File: src/rtl/ifetch_queue.sv
// Fetch front end: owns the PC, issues one-cycle-latency reads, buffers {pc,inst} for decode.
// IRead to fetch_valid is 2 cycles; issue throttles on queue space, never on fetch_ready.
`timescale 1ns/1ps
module ifetch_queue #(
  parameter int                    ADDR_WIDTH = 32,
  parameter int                    DATA_WIDTH = 32,
  parameter int                    DEPTH      = 4,
  parameter logic [ADDR_WIDTH-1:0] RESET_PC   = '0,
  parameter int                    ADDR_SHIFT = 2
) (
  input  logic                         Clk,
  input  logic                         Reset,
  output logic [ADDR_WIDTH-1:0]        IAddr,
  output logic                         IRead,
  input  logic [DATA_WIDTH-1:0]        Inst,
  input  logic                         redirect,
  input  logic [ADDR_WIDTH-1:0]        redirect_target,
  output logic                         fetch_valid,
  input  logic                         fetch_ready,
  output logic [DATA_WIDTH-1:0]        fetch_inst,
  output logic [ADDR_WIDTH-1:0]        fetch_pc,
  output logic [$clog2(DEPTH+1)-1:0]   occupancy
);

  localparam int              OCC_W    = $clog2(DEPTH+1);
  localparam int              PTR_W    = $clog2(DEPTH);
  localparam logic [OCC_W-1:0] OCC_FULL = OCC_W'(DEPTH);
  localparam logic [PTR_W-1:0] PTR_LAST = PTR_W'(DEPTH-1);

  typedef struct packed {
    logic [ADDR_WIDTH-1:0] pc;
    logic [DATA_WIDTH-1:0] inst;
  } entry_t;

  entry_t                q_mem [DEPTH];
  logic [PTR_W-1:0]      rd_ptr, wr_ptr;
  logic [OCC_W-1:0]      occ;
  logic [ADDR_WIDTH-1:0] pc, req_pc;
  logic                  inflight, drop;
  logic                  push, pop;
  logic [OCC_W:0]        committed;

  function automatic logic [PTR_W-1:0] next_ptr(input logic [PTR_W-1:0] p);
    return (p == PTR_LAST) ? '0 : p + PTR_W'(1);
  endfunction

  // An in-flight read already owns a slot, so it counts against the free space.
  always_comb begin
    committed = {1'b0, occ} + {{OCC_W{1'b0}}, inflight};
    IRead     = !Reset && !redirect && (committed < {1'b0, OCC_FULL});
    push      = inflight && !drop && !redirect && !Reset;
    pop       = fetch_valid && fetch_ready && !redirect;
  end

  assign IAddr       = pc >> ADDR_SHIFT;
  assign fetch_valid = (occ != '0);
  assign occupancy   = occ;
  assign fetch_inst  = q_mem[rd_ptr].inst;
  assign fetch_pc    = q_mem[rd_ptr].pc;

  always_ff @(posedge Clk) begin
    if (Reset) begin
      pc       <= RESET_PC;
      req_pc   <= '0;
      inflight <= 1'b0;
      drop     <= 1'b0;
      rd_ptr   <= '0;
      wr_ptr   <= '0;
      occ      <= '0;
      for (int i = 0; i < DEPTH; i++) q_mem[i] <= '0;
    end else begin
      inflight <= IRead;
      drop     <= redirect;
      if (IRead) begin
        req_pc <= pc;
        pc     <= pc + ADDR_WIDTH'(4);
      end
      if (redirect) begin
        pc     <= redirect_target & ~ADDR_WIDTH'(3);
        rd_ptr <= '0;
        wr_ptr <= '0;
        occ    <= '0;
      end else begin
        if (push) begin
          q_mem[wr_ptr] <= '{pc: req_pc, inst: Inst};
          wr_ptr        <= next_ptr(wr_ptr);
        end
        if (pop) rd_ptr <= next_ptr(rd_ptr);
        occ <= occ + OCC_W'(push) - OCC_W'(pop);
      end
    end
  end

  a_no_overflow:  assert property (@(posedge Clk) disable iff (Reset) !(push && occ == OCC_FULL));
  a_no_underflow: assert property (@(posedge Clk) disable iff (Reset) !(pop && occ == '0));

endmodule

File: config.mk
export PLATFORM = sky130hd
export DESIGN_NAME = ifetch_queue
export DESIGN_NICKNAME = d
export VERILOG_FILES = /design/src/rtl/ifetch_queue.sv
export SDC_FILE = /design/constraint.sdc
export NUM_CORES = 1
export LEC_CHECK = 0
export BUFFER_PORTS_ARGS = -buffer_cell sky130_fd_sc_hd__buf_2
export CORE_MARGIN = 5
export CORE_UTILIZATION = 35
export CTS_BUF_LIST = sky130_fd_sc_hd__clkbuf_8
export CTS_CLUSTER_DIAMETER = 40
export DETAILED_ROUTE_END_ITERATION = 6
export RECOVER_POWER = 50
export SYNTH_ARGS = -nofsm -noshare
export SYNTH_HDL_FRONTEND = slang
export SYNTH_SLANG_ARGS = --single-unit
File: constraint.sdc
create_clock -name Clk -period 3.59 [get_ports Clk]
set_input_delay 0 -clock Clk [delete_from_list [all_inputs] [get_ports Clk]]
set_output_delay 0 -clock Clk [all_outputs]
set_load 0.01 [all_outputs]
==> Word level (Yosys, flattened, before mapping) <==
Memories as Yosys holds them, arrays and structs flattened. A register that Yosys moved wholly into a read port is not among the register bits.
Index checks and enable logic that the tools add are counted.
W data, S select, Z words.
{ "classes": {"n_mux": 15, "magnitude_cmp": 1, "n_reduce_logical": 14, "n_eq_ne": 2, "addsub": 6} }
{ "ops": {"columns": ["operator", "count"], "rows": [
  ["$mux W32", 2],
  ["$mux W64", 1],
  ["$reduce_or A64 Y1", 1],
  ["$add A32 B3 Y32 const B", 1],
  ["$mux W2", 5],
  ["$logic_and A1 B1 Y1", 7],
  ["$mux W1", 7],
  ["$add A2 B1 Y2 const B", 2],
  ["$add A3 B1 Y4", 1],
  ["$eq A2 B2 Y1 const B", 2],
  ["$lt A4 B3 Y1 const B", 1],
  ["$add A3 B1 Y3", 1],
  ["$logic_not A1 Y1", 3],
  ["$reduce_bool A3 Y1", 1],
  ["$sub A3 B1 Y3", 1],
  ["$reduce_bool A2 Y1", 1],
  ["$reduce_or A2 Y1", 1]
]} }
{ "word_totals": {"register_bits": 73, "mem_count": 1, "wordCells": 47, "inputBits": 68, "output_inout_bits": 101, "mem_bits_rw": 256} }
{ "memory_table": {"columns": ["name", "words", "width", "rd", "rd_clocked_by_memory_dff", "write_ports", "line_no", "text"], "rows": [
  ["q_mem", 4, 64, 1, 1, 4, "35", "entry_t q_mem [DEPTH];"]
]} }

==> Longest topological paths before layout <==
{ "depth": {"word_depth": 10, "depth_mapped": 11, "depth_no_buf": 10} }

==> Least setup slack after synthesis <==
OpenSTA, ideal clock, no wires.
{ "synth_path": {"path_type": "input to register", "startpoint": "input port Reset", "endpoint": "memory q_mem[0][0] (netlist bit) (enable)", "arrival_time_ns": 2.174, "slack_ns": 1.023, "setup_time_ns": 0.393, "stages": 6, "n_path_buf": 1, "required_ns": 3.197, "path_cell_list": "clkbuf_1 or2_2 nor3b_2 inv_1 nor3_1 or2_2"} }
{ "synth_lines": {"columns": ["item", "line_no", "text"], "rows": [
  ["from (decl)", "12", "input logic Reset,"],
  ["to (decl)", "35", null]
]} }

==> metrics.cfg <==
[global_routing]
grt-ovfl-total = 0
vias_in_the_first_global_route = 9352
grt_antenna_before_repair = 0
grt_first_pass_wirelength_um = 54000
grt_max_degree = 63
grt_use_total_pct = 15.8

[power]
internal_power_mw = 6.21
clkPwrFrac_pct = 42.0
ir_drop_worst_vdd_uv = 255
netSwitchingPower_mw = 1.85
power-per-cell-area_nw_per_um2 = 473
power.switching_fraction_pct = 22.9
logic_gate_share_of_total_power_pct = 5.9
power.sequential.fraction_pct = 52.1
power.static_leakage_nw = 6.25

[die]
starting_density_of_the_core_pct = 35.5
boundaryPins = 169
area_enclosed_by_the_die_boundary_um2 = 43400
core_region_area_um2 = 38800
floorplan.die.width_um = 208
die_h_um = 208
placementRows = 72

[clocking]
cts_tree = built
cts.reportedPaths.clkPinSlew_ns = 0.06
clock_tree.htree_level_count = 2
clock_insertion_delay_worst_skew_ns = 0.63
numCtsBuffers = 60
cts_hold_buf = 74
cts_repair_resize_count = 0
cts_setup_buffers = 0
clk_path_buf_depth = 3
tritoncts_num_sinks = 319
cts_root_buffer = clkbuf_8

[cells_and_area]
drive_above_1_share_pct = 23.3
antenna_cells = 0
synthToLayoutAreaGrowth_pct = 23.6
num-nets-final = 1321

[worst_setup_path]
cp_common_cell = clkbuf_1
worst_r2r_startpoint = pc[2]
setup.worst_path.class = input port to register
worst_ep_required_time_ns = 3.83
critical_path.top_delay_family = buffers and inverters
path_max_fanout = 62
crit_path_end_kind = register
worstPathBufferInverterCount = 4
critPathMaxStageDelay_ns = 0.87
crit_path_start = redirect
cp.arrival_ns = 3.54
worstPathCellList = dlygate4sd3_1 -> clkbuf_1 -> or2_0 -> nor3b_4 -> clkbuf_1 -> a31o_4 -> clkbuf_4
cp-start-kind = input port
critical_path.slowest_cell = clkbuf_4

[drt]
route.final.wire_length_um = 34600
final_antenna_net_count = 0
via_count = 8659
average_wire_length_per_cell_after_detail_routing_um = 19.2
post_drt_via_cell_ratio = 4.80
detail_route.iter0.violations = 406
drt_drc_violations_left = 0
first_pass_iters = 5

[yosys]
synthMostInstantiatedCell = and2_1
synthArstFlopShare_pct = 0
largest_family_of_logic_cells_by_synthesized_area = simple AND/OR/NAND/NOR gates
syn-cell-area_um2 = 13800
number_of_synthesized_flops_with_an_enable_pin = 248
synth-adder-area-share_pct = 0.690
yosys-top-cells-area = edfxtp_1 54%, and2_1 11%, dfxtp_1 10%
yosysSeqAreaShare_pct = 64.4
postSynth.topFlopCell = edfxtp_1
synth_xor_area_share_pct = 1.53
synth_top_area_share_pct = 54.0
yosys-mux-area-fraction_pct = 10.3
synth_top_cells_by_count = 249 x and2_1, 248 x edfxtp_1, 86 x nand2_1
synth_warnings = 0
synthSimpleGateAreaFrac_pct = 17.7
ys_ff_latch = 319
synth-compound-area-share_pct = 3.27
synth_area_leader = edfxtp_1
synthCells = 996
avgSynthCellArea_um2 = 13.8
synth_cell_types = 44

[sta]
final-hold-violation-count = 0
slew_hr_pct = 2.92
finalMaxSlewViolations = 0
post-route-period-util_pct = 92.0
grt_setup_unrepaired = false
worst_setup_slack_final_ns = 0.288
timing.final.crit_period_ns = 3.30
fmaxAchievable_mhz = 303
worstMarginPinSlew_ns = 1.46
timing.setup.tns_ns = 0
skew_ns = 0.0264
setup_viol = 0

[worst_hold_path]
min-delay-start = redirect_target[31]
worst_hold_class = input port to register

[placement]
gp_congestion = 0.748
hpwl_um = 19700
buffer_ports.inserted = 162
placement.setup.worst_slack_ns = 1.01

[outcome]
status = finished, final reports clean

[flow_run]
max_cap_viol_count = 0

==> layout by cell type (no fill, tap or decap), types with 4 or more instances in the layout <==
| cell | count |
|---|---|
| a211oi_1 | 15 |
| a21oi_1 | 38 |
| a311oi_1 | 5 |
| and2_0 | 46 |
| and2_1 | 203 |
| buf_12 | 5 |
| buf_2 | 127 |
| buf_4 | 6 |
| clkbuf_1 | 36 |
| clkbuf_8 | 66 |
| clkinv_1 | 10 |
| clkinv_2 | 4 |
| conb_1 | 4 |
| dfxtp_1 | 69 |
| dlygate4sd3_1 | 74 |
| edfxtp_1 | 248 |
| ha_1 | 6 |
| inv_1 | 24 |
| mux4_2 | 62 |
| nand2_1 | 86 |
| nand3_1 | 9 |
| nand4_1 | 5 |
| nor2_1 | 26 |
| nor3_1 | 10 |
| nor4_1 | 11 |
| o21ai_0 | 10 |
| or3_1 | 6 |
| xnor2_1 | 24 |
==> sequential cells by signal, indices dropped and copies added (netlist names), named ones only <==
name and cells:
rd_ptr 2, wr_ptr 2, req_pc 30, occupancy 3, inflight 1, drop 1
q_mem 248, pc 30
==> per-layer routing <==
metal / vias up / GRT usage (%) / routed length [um]
li1: 4117 / - / -
met1: 4270 / 19.9 / 14700
met2: 227 / 27.2 / 17300
met3: 45 / 3.99 / 2010
met4: 0 / 4.62 / 529
met5: - / 0 / 0
==> stage by stage <==
step / cell area [um^2] / total power [mW] / std cells / util, % / hold WS [ns]
3_5_place_dp: 15200 / 4.71 / 1628 / 39.2 / 0.211
3_3_place_gp: 15200 / 4.70 / 1628 / 39.2 / 0.220
6_report: 17000 / 8.06 / 1804 / 43.9 / 0.195
2_1_floorplan: 13800 / 4.47 / 999 / - / 0.109
5_1_grt: 17000 / 8.41 / 1804 / 43.9 / 0.180
4_1_cts: 17100 / 8.20 / 1804 / 44.1 / 0.126
==> tightest hold or removal path, stage by stage <==
cell and delay, ns:
dlygate4sd3_1 0.51, buf_2 0.09, o21bai_1 0.05, a31oi_1 0.12
==> power by group through the flow <==
stage / sequential, mW / clock [mW] / combinational, mW
after detailed placement: 4.27 / 0 / 0.432
after global placement: 4.27 / 0 / 0.428
final: 4.20 / 3.38 / 0.473
after CTS: 4.20 / 3.51 / 0.495
after global routing: 4.22 / 3.68 / 0.520
after floorplan: 4.25 / 0 / 0.219
==> path summary, 6_finish.rpt <==
check / slack (ns) / to / cells after the start
max: 0.29 / q_mem[3][15] / 7
min: 0.19 / pc[31] / 4
max reg2reg: 0.59 / pc[30] / 7
min reg2reg: 0.48 / req_pc[23] / 2
==> cell type report <==
class,count,area (um^2)
Fill cell,3566,21800
Sequential cell,319,8880
Multi-Input combinational cell,604,4650
Timing Repair Buffer,252,1680
Clock buffer,66,908
Tap cell,518,648
Clock inverter,36,235
Inverter,9,33.8
==> kinds of logic after synthesis <==
group                    Yosys count
AND/OR/NAND/NOR                  430
XOR/XNOR                          24
adder cells (fa/ha/maj)            7
flip-flops                       319
multiplexers                      64
buffers and inverters             76
other                              1
AO/OA/AOI/OAI                     75
Power figures use the tool's default switching activity.
